File: src/rtl/sdram_cmd_arbiter.sv
// SDRAM command-bus owner: forwards the init sequencer until INIT_DONE, then arbitrates
// refresh (fixed priority) and write/read (round-robin), holding each grant until its END pulse.
module sdram_cmd_arbiter #(
    parameter int SDRAM_ADDR_WIDTH = 12,
    parameter int SDRAM_BANK_WIDTH = 2,
    parameter int REF_CYCLES       = 780
) (
    input  logic                        Sys_clk,
    input  logic                        Rst_n,
    input  logic                        INIT_DONE,
    input  logic [3:0]                  COMMAND_INIT,
    input  logic [SDRAM_ADDR_WIDTH-1:0] INIT_A_ADDR,
    input  logic [SDRAM_BANK_WIDTH-1:0] INIT_BANK_ADDR,
    input  logic [3:0]                  AREF_CMD,
    input  logic [SDRAM_ADDR_WIDTH-1:0] AREF_A_ADDR,
    input  logic [SDRAM_BANK_WIDTH-1:0] AREF_BANK_ADDR,
    input  logic [3:0]                  WR_CMD,
    input  logic [SDRAM_ADDR_WIDTH-1:0] WR_A_ADDR,
    input  logic [SDRAM_BANK_WIDTH-1:0] WR_BANK_ADDR,
    input  logic [3:0]                  RD_CMD,
    input  logic [SDRAM_ADDR_WIDTH-1:0] RD_A_ADDR,
    input  logic [SDRAM_BANK_WIDTH-1:0] RD_BANK_ADDR,
    input  logic                        WR_REQ,
    input  logic                        RD_REQ,
    input  logic                        AREF_END,
    input  logic                        WR_END,
    input  logic                        RD_END,
    output logic                        AREF_EN,
    output logic                        WR_EN,
    output logic                        RD_EN,
    output logic [3:0]                  SDRAM_CMD,
    output logic [SDRAM_ADDR_WIDTH-1:0] SDRAM_A_ADDR,
    output logic [SDRAM_BANK_WIDTH-1:0] SDRAM_BANK_ADDR
);

    localparam logic [2:0] S_INIT  = 3'd0;
    localparam logic [2:0] S_IDLE  = 3'd1;
    localparam logic [2:0] S_AREF  = 3'd2;
    localparam logic [2:0] S_WRITE = 3'd3;
    localparam logic [2:0] S_READ  = 3'd4;

    localparam logic GNT_WRITE = 1'b0;
    localparam logic GNT_READ  = 1'b1;

    localparam logic [3:0] CMD_NOP = 4'b0111;

    localparam int TMR_W = $clog2(REF_CYCLES + 1);
    localparam logic [TMR_W-1:0] TMR_LAST = TMR_W'(REF_CYCLES - 1);

    logic [2:0]       state;
    logic [2:0]       state_nxt;
    logic [TMR_W-1:0] ref_timer;
    logic             tmr_expire;
    logic             aref_pend;
    logic             last_grant;
    logic             enter_aref;

    assign tmr_expire = (state != S_INIT) && (ref_timer == TMR_LAST);
    assign enter_aref = (state == S_IDLE) && (state_nxt == S_AREF);

    always_comb begin
        state_nxt = state;
        case (state)
            S_INIT: begin
                if (INIT_DONE)
                    state_nxt = S_IDLE;
            end
            S_IDLE: begin
                if (aref_pend)
                    state_nxt = S_AREF;
                else if (WR_REQ && RD_REQ)
                    state_nxt = (last_grant == GNT_READ) ? S_WRITE : S_READ;
                else if (WR_REQ)
                    state_nxt = S_WRITE;
                else if (RD_REQ)
                    state_nxt = S_READ;
            end
            S_AREF: begin
                if (AREF_END)
                    state_nxt = S_IDLE;
            end
            S_WRITE: begin
                if (WR_END)
                    state_nxt = S_IDLE;
            end
            S_READ: begin
                if (RD_END)
                    state_nxt = S_IDLE;
            end
            default: state_nxt = S_INIT;
        endcase
    end

    // Grants are registered from the next state so they line up exactly with the grant states.
    always_ff @(posedge Sys_clk or negedge Rst_n) begin
        if (!Rst_n) begin
            state      <= S_INIT;
            AREF_EN    <= 1'b0;
            WR_EN      <= 1'b0;
            RD_EN      <= 1'b0;
            last_grant <= GNT_READ;
        end else begin
            state   <= state_nxt;
            AREF_EN <= (state_nxt == S_AREF);
            WR_EN   <= (state_nxt == S_WRITE);
            RD_EN   <= (state_nxt == S_READ);
            if (state == S_IDLE && state_nxt == S_WRITE)
                last_grant <= GNT_WRITE;
            else if (state == S_IDLE && state_nxt == S_READ)
                last_grant <= GNT_READ;
        end
    end

    // A timer expiry coinciding with refresh entry keeps the request pending.
    always_ff @(posedge Sys_clk or negedge Rst_n) begin
        if (!Rst_n) begin
            ref_timer <= '0;
            aref_pend <= 1'b0;
        end else begin
            if (state == S_INIT || tmr_expire)
                ref_timer <= '0;
            else
                ref_timer <= ref_timer + 1'b1;

            if (tmr_expire)
                aref_pend <= 1'b1;
            else if (enter_aref)
                aref_pend <= 1'b0;
        end
    end

    always_comb begin
        SDRAM_CMD       = CMD_NOP;
        SDRAM_A_ADDR    = '0;
        SDRAM_BANK_ADDR = '0;
        case (state)
            S_INIT: begin
                SDRAM_CMD       = COMMAND_INIT;
                SDRAM_A_ADDR    = INIT_A_ADDR;
                SDRAM_BANK_ADDR = INIT_BANK_ADDR;
            end
            S_AREF: begin
                SDRAM_CMD       = AREF_CMD;
                SDRAM_A_ADDR    = AREF_A_ADDR;
                SDRAM_BANK_ADDR = AREF_BANK_ADDR;
            end
            S_WRITE: begin
                SDRAM_CMD       = WR_CMD;
                SDRAM_A_ADDR    = WR_A_ADDR;
                SDRAM_BANK_ADDR = WR_BANK_ADDR;
            end
            S_READ: begin
                SDRAM_CMD       = RD_CMD;
                SDRAM_A_ADDR    = RD_A_ADDR;
                SDRAM_BANK_ADDR = RD_BANK_ADDR;
            end
            default: begin
                SDRAM_CMD       = CMD_NOP;
                SDRAM_A_ADDR    = '0;
                SDRAM_BANK_ADDR = '0;
            end
        endcase
    end

endmodule

File: config.mk
export PLATFORM = sky130hd
export DESIGN_NAME = sdram_cmd_arbiter
export DESIGN_NICKNAME = d
export VERILOG_FILES = /design/src/rtl/sdram_cmd_arbiter.sv
export SDC_FILE = /design/constraint.sdc
export NUM_CORES = 1
export LEC_CHECK = 0
export BUFFER_PORTS_ARGS = -buffer_cell sky130_fd_sc_hd__buf_2
export CAP_MARGIN = 30
export CORE_MARGIN = 2
export CORE_UTILIZATION = 36
export DETAILED_ROUTE_END_ITERATION = 12
export GPL_TIMING_DRIVEN = 0
export HOLD_SLACK_MARGIN = 0.15
export PLACE_DENSITY = 0.84
export SETUP_SLACK_MARGIN = 0.5
export SLEW_MARGIN = 20
export SYNTH_ARGS = -nofsm -noshare
export SYNTH_HDL_FRONTEND = slang
export SYNTH_SLANG_ARGS = --single-unit
File: constraint.sdc
create_clock -name Sys_clk -period 3.4 [get_ports Sys_clk]
set_input_delay 1.02 -clock Sys_clk [delete_from_list [all_inputs] [get_ports Sys_clk]]
set_output_delay 1.02 -clock Sys_clk [all_outputs]
set_load 0.02 [all_outputs]
==> run_results.csv, run 1 <==
group,metric,value,unit
logic_synthesis,ys_types,35,
global_route,antenna_found_initial,0,
worst_setup_path,r2r_slack,1780,ps
timing,period_minus_slack,2770,ps
drt,via_per_inst,5.12,
clock_network,cts_buffers,3,
drt,dr.pass1.iters,5,
logic_synthesis,ys_seq_area_frac,0.318,
timing,hold_ws,463,ps
cells_and_area,diodes,0,
clock_network,cts.sinks,18,
timing,finClkSkew,3.25,ps
logic_synthesis,syn_area,1420,sq um
logic_synthesis,yosys_warnings,0,
cells_and_area,fin_cells,335,
timing,slew_violations,0,
drt,totalWireLength,4.48,mm
global_route,grt_util_all_layers,0.206,
logic_synthesis,syn_inst,183,
floorplanning,die_h,66.8,microns
placed_design,hpwl,3.59,mm
cells_and_area,final-seq-area,452,sq um
logic_synthesis,synth-seq-cells,18,
clock_network,htreeDepth,1,
power_and_ir_drop,p_per_area,718,nW/um^2
timing,hold_viol,0,
worst_setup_path,cp_slowest_cell,"dfrtp_1",
timing,post-route-period-util,0.815,
worst_setup_path,required,2380,ps
timing,rsz0062_at_grt,"yes",
clock_network,cts_buffer_depth,2,
hold_path,min_path_type,"flop to flop",
cells_and_area,multiInputGateArea,911,sq um
worst_setup_path,crit_family,"buffers and inverters",
worst_setup_path,arrival,1750,ps
floorplanning,coreArea,3720,sq um
clock_network,path_clk_slew,70,ps
global_route,grt_max_degree,19,
timing,setup_viol,0,
cells_and_area,drive_above_1_share,0.418,
cells_and_area,stdcell_area,2070,sq um
floorplanning,rows,22,
global_route,overflow,0,
cells_and_area,areaGrowthSynthToFinish,45.6,%
placed_design,placed_area,1980,sq um
cells_and_area,finalNetCount,369,
power_and_ir_drop,p_leak,0.00106,uW
worst_setup_path,path_class,"flop to output port",
drt,post-route-drc-count,0,
drt,first_iter_violations,164,
clock_network,cts_tree,"done",
floorplanning,io_pins,101,
global_route,grt_pass1_wl,7.12,mm
cells_and_area,fill_cells,360,
clock_network,clk_latency,260,ps
placed_design,gp_congestion,0.807,
timing,max_freq,361,MHz
worst_setup_path,cp_max_fo,10,
worst_setup_path,cp_num_buf_inv,3,
clock_network,cts_setup_buffers,0,
worst_setup_path,cp-start-kind,"flop",
drt,vias,1716,
timing,maxSlewHeadroom,0.705,
worst_setup_path,crit_path_cell_trace,"clkbuf_4 -> buf_4 -> mux2i_1 -> nor2_1 -> a21oi_1 -> o21ai_0 -> buf_2",
clock_network,root_buffer,"clkbuf_8",
placed_design,port_buffers,100,
global_route,grt_pass1_vias,1636,
job,cap_violations,0,
drt,ant_nets,0,
timing,worst_pin_slew,443,ps
logic_synthesis,synth_nets,264,
floorplanning,die_x,66.8,microns
placed_design,place_inst,331,
clock_network,cts-hold-fix-buffers,0,
status,run_status,"finished, final reports clean",
timing,finalSetupTns,0,ps
logic_synthesis,avgSynthCellArea,7.76,sq um
power_and_ir_drop,totalPowerFinal,1480,uW
power_and_ir_drop,peakVddDrop,0.000349,V
floorplanning,start_util,0.382,
floorplanning,dieArea,4460,sq um
drt,wl_per_cell,13.4,microns
worst_setup_path,end_kind,"output port",
worst_setup_path,critPathMaxStageDelay,360,ps
[cells in the mapped netlist]
library cell,instances,share of area
nand2b_1,1,0.0044
nor3b_1,2,0.011
dfrtp_1,17,0.30
a21oi_1,18,0.063
mux2i_1,21,0.15
or4_4,1,0.0079
o31ai_1,1,0.0053
a22oi_1,4,0.021
nand3_1,2,0.0070
o211ai_1,1,0.0053
and3b_1,1,0.0062
or3_1,3,0.013
dfstp_2,1,0.019
and3_1,3,0.013
a221o_1,1,0.0070
xor2_1,3,0.019
buf_1,1,0.0026
nand2_1,20,0.053
nor3_1,2,0.0070
nand2_4,1,0.0079
and2_2,1,0.0053
buf_2,7,0.025
nand4bb_1,1,0.0079
o21ai_0,16,0.056
a31oi_1,2,0.0088
or4b_1,1,0.0070
clkbuf_1,4,0.011
nor4_1,2,0.0088
ha_1,1,0.0088
nor2b_1,1,0.0044
nor2_1,32,0.085
a211oi_1,1,0.0053
inv_1,3,0.0079
nand4_1,2,0.0088
xnor2_1,5,0.031
[metal layers]
| layer | vias to the layer above | GRT usage | share of wire |
|---|---|---|---|
| met3 | 2 | 0.0473 | 0.061 |
| met5 | - | 0 | 0 |
| met1 | 799 | 0.268 | 0.41 |
| met2 | 61 | 0.333 | 0.53 |
| li1 | 854 | - | - |
| met4 | 0 | 0.0714 | 0.0018 |
[where the power goes]
group	internal [uW]	switching [uW]	total, uW
Sequential	271	28.8	300
Combinational	386	623	1010
Clock	103	71.3	174
[metrics by stage]
| step | setup slack [ps] | util |
|---|---|---|
| final | 630 | 0.557 |
| after global routing | 497 | 0.557 |
| after CTS | 502 | 0.549 |
| after detailed placement | 671 | 0.533 |
| after global placement | 710 | 0.533 |
| after floorplan | 699 | - |
[sequential cells by signal, indices dropped and copies added (netlist names)]
register    count
ref_timer      10
state           3
AREF_EN         1
RD_EN           1
WR_EN           1
aref_pend       1
last_grant      1
[path summary, 6_finish.rpt]
kind | startpoint | end | cells after the start
min in group asynchronous | Rst_n | ref_timer[3] | 1
hold / removal | ref_timer[0] | ref_timer[0] | 1
setup reg to reg | state[2] | last_grant | 5
hold reg to reg | ref_timer[0] | ref_timer[0] | 1
max in group asynchronous | Rst_n | last_grant | 1
setup / recovery | state[1] | SDRAM_A_ADDR[5] | 7
[timing repair]
| item | in CTS | in global routing |
|---|---|---|
| endpoints found under the setup margin | 9 | 17 |
| pin swaps | 0 | 0 |
| gates resized for setup | 2 | 16 |
[area by class of cell]
cell class | count | share of cell area
buffer | 12 | 0.0357
clock buffer | 4 | 0.0266
inverter | 3 | 0.00544
multi-input combinational | 150 | 0.440
sequential | 18 | 0.218
tap | 48 | 0.0290
timing repair buffer | 100 | 0.244
[cells by family (layout without fill, tap and decap cells)]
family / count (synthesis) / after routing / synth area share
AND/OR/NAND/NOR: 76 / 76 / 0.257
AO/OA/AOI/OAI: 44 / 44 / 0.173
multiplexers: 21 / 21 / 0.148
flip-flops: 18 / 18 / 0.318
buffers and inverters: 15 / 119 / 0.0458
XOR/XNOR: 8 / 8 / 0.0493
adder cells (fa/ha/maj): 1 / 1 / 0.00881
[layout by cell type (no fill, tap or decap), types with 3 or more instances in the layout]
master,instances
dfrtp_1,17
o21ai_0,16
xor2_1,3
clkbuf_2,3
buf_4,4
a21oi_1,18
clkbuf_8,4
and3_1,3
buf_2,100
mux2i_1,21
xnor2_1,5
nand2_1,20
or3_1,3
nor2_1,31
a22oi_1,4
No activity file was read; power rests on OpenSTA's default activity.
==> run 2, diff against run 1 <==
- PLACE_DENSITY: 0.84 -> 0.87
- clock period: 3.4 -> 2.3 ns (I/O delays scaled with it)
==> run_results.csv, run 2 (synthesized netlist as in run 1, its figures left out) <==
group,metric,value,unit
placed_design,hpwl,3.51,mm
worst_setup_path,path_common_cell,"buf_6",
power_and_ir_drop,pwr-share-seq,0.143,
worst_setup_path,r2r_slack,480,ps
power_and_ir_drop,peakVddDrop,0.000693,V
clock_network,root_buffer,"clkbuf_8",
worst_setup_path,critPathMaxStageDelay,370,ps
global_route,grt_pass1_wl,7.22,mm
global_route,grt_pass1_vias,1657,
drt,wl_per_cell,14.8,microns
cells_and_area,diodes,0,
floorplanning,coreArea,3720,sq um
drt,via_per_inst,5.13,
worst_setup_path,end_kind,"output port",
worst_setup_path,crit_path_cell_trace,"buf_6 -> buf_8 -> mux2i_1 -> nor2_1 -> a21oi_2 -> o21ai_4 -> buf_6",
cells_and_area,finalNetCount,382,
global_route,overflow,0,
global_route,grt_util_all_layers,0.210,
worst_setup_path,cp_num_buf_inv,3,
drt,m1WireLength,2.09,mm
timing,finClkSkew,3.03,ps
timing,setup_viol,0,
floorplanning,rows,22,
clock_network,clk_latency,250,ps
worst_setup_path,reg2reg_to,"last_grant",
job,cap_violations,0,
floorplanning,start_util,0.382,
worst_setup_path,r2r_start,"state[1]",
drt,post-route-drc-count,0,
floorplanning,die_x,66.8,microns
clock_network,path_clk_slew,70,ps
power_and_ir_drop,p_leak,0.00127,uW
timing,hold_ws,353,ps
power_and_ir_drop,power_frac_comb,0.776,
clock_network,htreeDepth,1,
placed_design,port_buffers,100,
clock_network,cts.sinks,18,
power_and_ir_drop,p_int,1730,uW
drt,dr.pass1.iters,4,
timing,hold_viol,0,
timing,period_minus_slack,2290,ps
floorplanning,die_h,66.8,microns
status,run_status,"finished, final reports clean",
power_and_ir_drop,p_sw,1440,uW
cells_and_area,stdcell_area,2670,sq um
cells_and_area,final_common_cell,"buf_2",
drt,wl_met2,2.65,mm
drt,vias,1786,
floorplanning,dieArea,4460,sq um
global_route,antenna_found_initial,0,
drt,totalWireLength,5.16,mm
cells_and_area,regMostFlops,"ref_timer",
timing,rsz0062_at_grt,"yes",
worst_setup_path,path_class,"flop to output port",
cells_and_area,areaGrowthSynthToFinish,87.8,%
worst_setup_path,cp_max_fo,7,
power_and_ir_drop,p_sw_frac,0.455,
timing,slew_violations,0,
worst_setup_path,cp-start-kind,"flop",
drt,routed.top_layer,"met4",
placed_design,placed_area,2270,sq um
clock_network,cts_buffers,3,
clock_network,cts-hold-fix-buffers,0,
cells_and_area,fill_cells,266,
timing,worst_pin_slew,507,ps
cells_and_area,largest_register_ff_count,10,
cells_and_area,drive_above_1_share,0.610,
drt,wl_met3,392,microns
worst_setup_path,cp_slowest_cell,"dfrtp_1",
worst_setup_path,required,1610,ps
drt,first_iter_violations,88,
timing,max_freq,436,MHz
drt,ant_nets,0,
worst_setup_path,worst-r2r-cell-count,6,
power_and_ir_drop,power.share.clock,0.081,
hold_path,min_path_type,"primary input to asynchronous set/reset pin",
global_route,grt_max_degree,19,
worst_setup_path,crit_family,"buffers and inverters",
floorplanning,io_pins,101,
worst_setup_path,arrival,1600,ps
timing,post-route-period-util,0.998,
cells_and_area,final_cell_mix,"83 x buf_2, 30 x nor2_1, 22 x buf_6",
placed_design,gp_congestion,0.823,
clock_network,cts_buffer_depth,2,
clock_network,cts_tree,"done",
cells_and_area,reg_top3,"ref_timer: 10 flops, state: 3 flops",
timing,maxSlewHeadroom,0.662,
power_and_ir_drop,p_per_area,1190,nW/um^2
run 2: cell types whose count changed in the layout (fill, tap and decap cells not counted), moves of 5 or more:
cell     before  now
o21ai_2       0    5
nand2_2       0    8
o21ai_4       0   10
nand2_1      20    9
a21oi_2       0   14
a21oi_1      18    4
buf_4         4   11
o21ai_0      16    1
buf_6         1   22
buf_2       100   83
run 2: stage by stage:
step / power, uW / util / std cells / setup slack (ps) / setup TNS [ps]
3_5_place_dp: 2330 / 0.610 / 331 / 190 / 0
6_report: 3170 / 0.718 / 348 / 5.28 / 0
5_1_grt: 3340 / 0.718 / 348 / -50.0 / -291
3_3_place_gp: 2290 / 0.610 / 331 / 199 / 0
2_1_floorplan: 1870 / - / 183 / 471 / 0
4_1_cts: 2980 / 0.683 / 341 / 25.7 / 0
run 2: area by class of cell:
| cell class | count | area, sq um | share of cell area |
|---|---|---|---|
| multi-input combinational | 150 | 1180 | 0.443 |
| clock buffer | 4 | 55.1 | 0.0206 |
| inverter | 3 | 16.3 | 0.00610 |
| timing repair buffer | 113 | 752 | 0.282 |
| sequential | 18 | 452 | 0.169 |
| buffer | 12 | 150 | 0.0563 |
| tap | 48 | 60.1 | 0.0225 |
run 2: worst max path at each step:
stage / slack (ps) / endpoint / from / depth (start not counted)
global route: -50 / SDRAM_BANK_ADDR[0] / state[1] / 7
CTS: 30 / SDRAM_A_ADDR[7] / state[1] / 7
detailed placement: 190 / SDRAM_A_ADDR[0] / AREF_A_ADDR[0] / 6
finish: 5 / SDRAM_BANK_ADDR[0] / state[1] / 7
global placement: 200 / SDRAM_A_ADDR[0] / AREF_A_ADDR[0] / 6
floorplan: 470 / SDRAM_A_ADDR[0] / state[1] / 6
run 2: power groups by stage:
| stage | Sequential [uW] | Clock [uW] | Combinational, uW |
|---|---|---|---|
| CTS | 447 | 262 | 2270 |
| global route | 463 | 274 | 2610 |
| global placement | 450 | 0 | 1840 |
| detailed placement | 452 | 0 | 1880 |
| finish | 453 | 255 | 2460 |
| floorplan | 472 | 0 | 1400 |
run 2: what timing repair did:
item | CTS | global route
cloned | 1 | 1
buffers inserted | 5 | 6
resized for setup | 47 | 17
endpoints found under the setup margin | 18 | 20
pin swaps | 2 | 13
run 2: layer usage:
layer,GRT usage,vias to the layer above
met5,0,-
li1,-,875
met2,0.375,76
met4,0.0434,0
met1,0.253,833
met3,0.0524,2
==> run 3, diff against run 2 <==
- MAX_ROUTING_LAYER: not set -> met4
==> run_results.csv, run 3 (synthesized netlist as in run 1, its figures left out) <==
group,metric,value,unit
timing,rsz0062_at_grt,"yes",
clock_network,htreeDepth,1,
worst_setup_path,crit_family,"buffers and inverters",
drt,via_per_inst,5.11,
global_route,grt_pass1_vias,1657,
cells_and_area,final_common_cell,"buf_2",
cells_and_area,fin_cells,348,
clock_network,cts.sinks,18,
placed_design,gp_congestion,0.835,
drt,post-route-drc-count,0,
placed_design,port_buffers,100,
status,run_status,"finished, final reports clean",
floorplanning,die_h,66.8,microns
worst_setup_path,cp_slowest_cell,"dfrtp_1",
clock_network,cts_buffers,3,
hold_path,min_path_type,"primary input to asynchronous set/reset pin",
cells_and_area,diodes,0,
worst_setup_path,required,1610,ps
cells_and_area,drive_above_1_share,0.610,
timing,hold_viol,0,
job,cap_violations,0,
cells_and_area,largest_register_ff_count,10,
global_route,grt_pass1_wl,7.21,mm
drt,vias,1780,
drt,wl_per_cell,14.8,microns
timing,period_minus_slack,2300,ps
timing,maxSlewHeadroom,0.661,
floorplanning,coreArea,3720,sq um
drt,first_iter_violations,68,
timing,worst_pin_slew,509,ps
worst_setup_path,path_class,"flop to output port",
timing,slew_violations,0,
timing,finClkSkew,2.85,ps
clock_network,root_buffer,"clkbuf_8",
worst_setup_path,arrival,1610,ps
worst_setup_path,cp-start-kind,"flop",
floorplanning,io_pins,101,
global_route,grt_max_degree,19,
floorplanning,die_x,66.8,microns
cells_and_area,areaGrowthSynthToFinish,87.8,%
cells_and_area,final_cell_mix,"83 x buf_2, 30 x nor2_1, 22 x buf_6",
clock_network,clk_latency,250,ps
clock_network,cts_buffer_depth,2,
worst_setup_path,path_common_cell,"buf_6",
global_route,overflow,0,
cells_and_area,regMostFlops,"ref_timer",
timing,hold_ws,351,ps
placed_design,place_inst,331,
drt,totalWireLength,5.16,mm
clock_network,path_clk_slew,70,ps
timing,finalSetupTns,0,ps
floorplanning,rows,22,
worst_setup_path,cp_max_fo,7,
power_and_ir_drop,totalPowerFinal,3170,uW
cells_and_area,fill_cells,266,
floorplanning,dieArea,4460,sq um
drt,ant_nets,0,
drt,dr.pass1.iters,4,
cells_and_area,finalNetCount,382,
timing,post-route-period-util,0.998,
power_and_ir_drop,p_leak,0.00127,uW
placed_design,hpwl,3.51,mm
worst_setup_path,critPathMaxStageDelay,370,ps
timing,setup_viol,0,
power_and_ir_drop,p_per_area,1190,nW/um^2
clock_network,cts_tree,"done",
worst_setup_path,crit_path_cell_trace,"buf_6 -> buf_8 -> mux2i_1 -> nor2_1 -> a21oi_2 -> o21ai_4 -> buf_6",
floorplanning,start_util,0.382,
worst_setup_path,end_kind,"output port",
timing,max_freq,436,MHz
worst_setup_path,cp_num_buf_inv,3,
cells_and_area,reg_top3,"ref_timer: 10 flops, state: 3 flops",
power_and_ir_drop,peakVddDrop,0.000694,V
global_route,antenna_found_initial,0,
global_route,grt_util_all_layers,0.215,
[run 3: cell counts in the layout (fill, tap and decap cells not counted)]
No cell type changed its count.
[run 3: path summary, 6_finish.rpt]
| kind | start | endpoint | slack (ps) | cells after the start |
|---|---|---|---|---|
| worst max-delay path | state[1] | SDRAM_BANK_ADDR[0] | 5 | 7 |
| worst min-delay path | Rst_n | ref_timer[7] | 350 | 1 |
| worst max register to register | state[1] | last_grant | 480 | 6 |
| worst min register to register | ref_timer[0] | ref_timer[0] | 470 | 1 |
| max in group asynchronous | Rst_n | last_grant | 1630 | 1 |
| min in group Sys_clk | ref_timer[0] | ref_timer[0] | 470 | 1 |
[run 3: repair_timing]
item	in CTS	in global routing
buffers inserted	5	6
hold buffers	0	0
gates cloned	1	1
gates resized for setup	47	17
setup endpoints to repair	18	20
pin swaps	2	13
[run 3: per-layer routing]
layer,vias up,GRT usage,share of wire
li1,875,-,-
met1,838,0.258,0.42
met2,63,0.375,0.52
met3,4,0.0439,0.059
met4,0,0.0434,0.0048
met5,-,-,0
[run 3: where the power goes]
group          total, uW  internal (uW)  switching (uW)
combinational       2460           1170            1290
clock                257            152             104
sequential           452            402            50.6
[run 3: layout make-up]
type	count	area [sq um]	area share
Buffer	12	150	0.0563
Clock buffer	4	55.1	0.0206
Inverter	3	16.3	0.00610
Multi-Input combinational cell	150	1180	0.443
Sequential cell	18	452	0.169
Tap cell	48	60.1	0.0225
Timing Repair Buffer	113	752	0.282
[run 3: metrics by stage]
step	utilization	worst slack, ps	area [sq um]
3_3_place_gp	0.610	199	2270
6_report	0.718	4.51	2670
5_1_grt	0.718	-50.0	2670
3_5_place_dp	0.610	190	2270
4_1_cts	0.683	25.7	2540
2_1_floorplan	-	471	1710
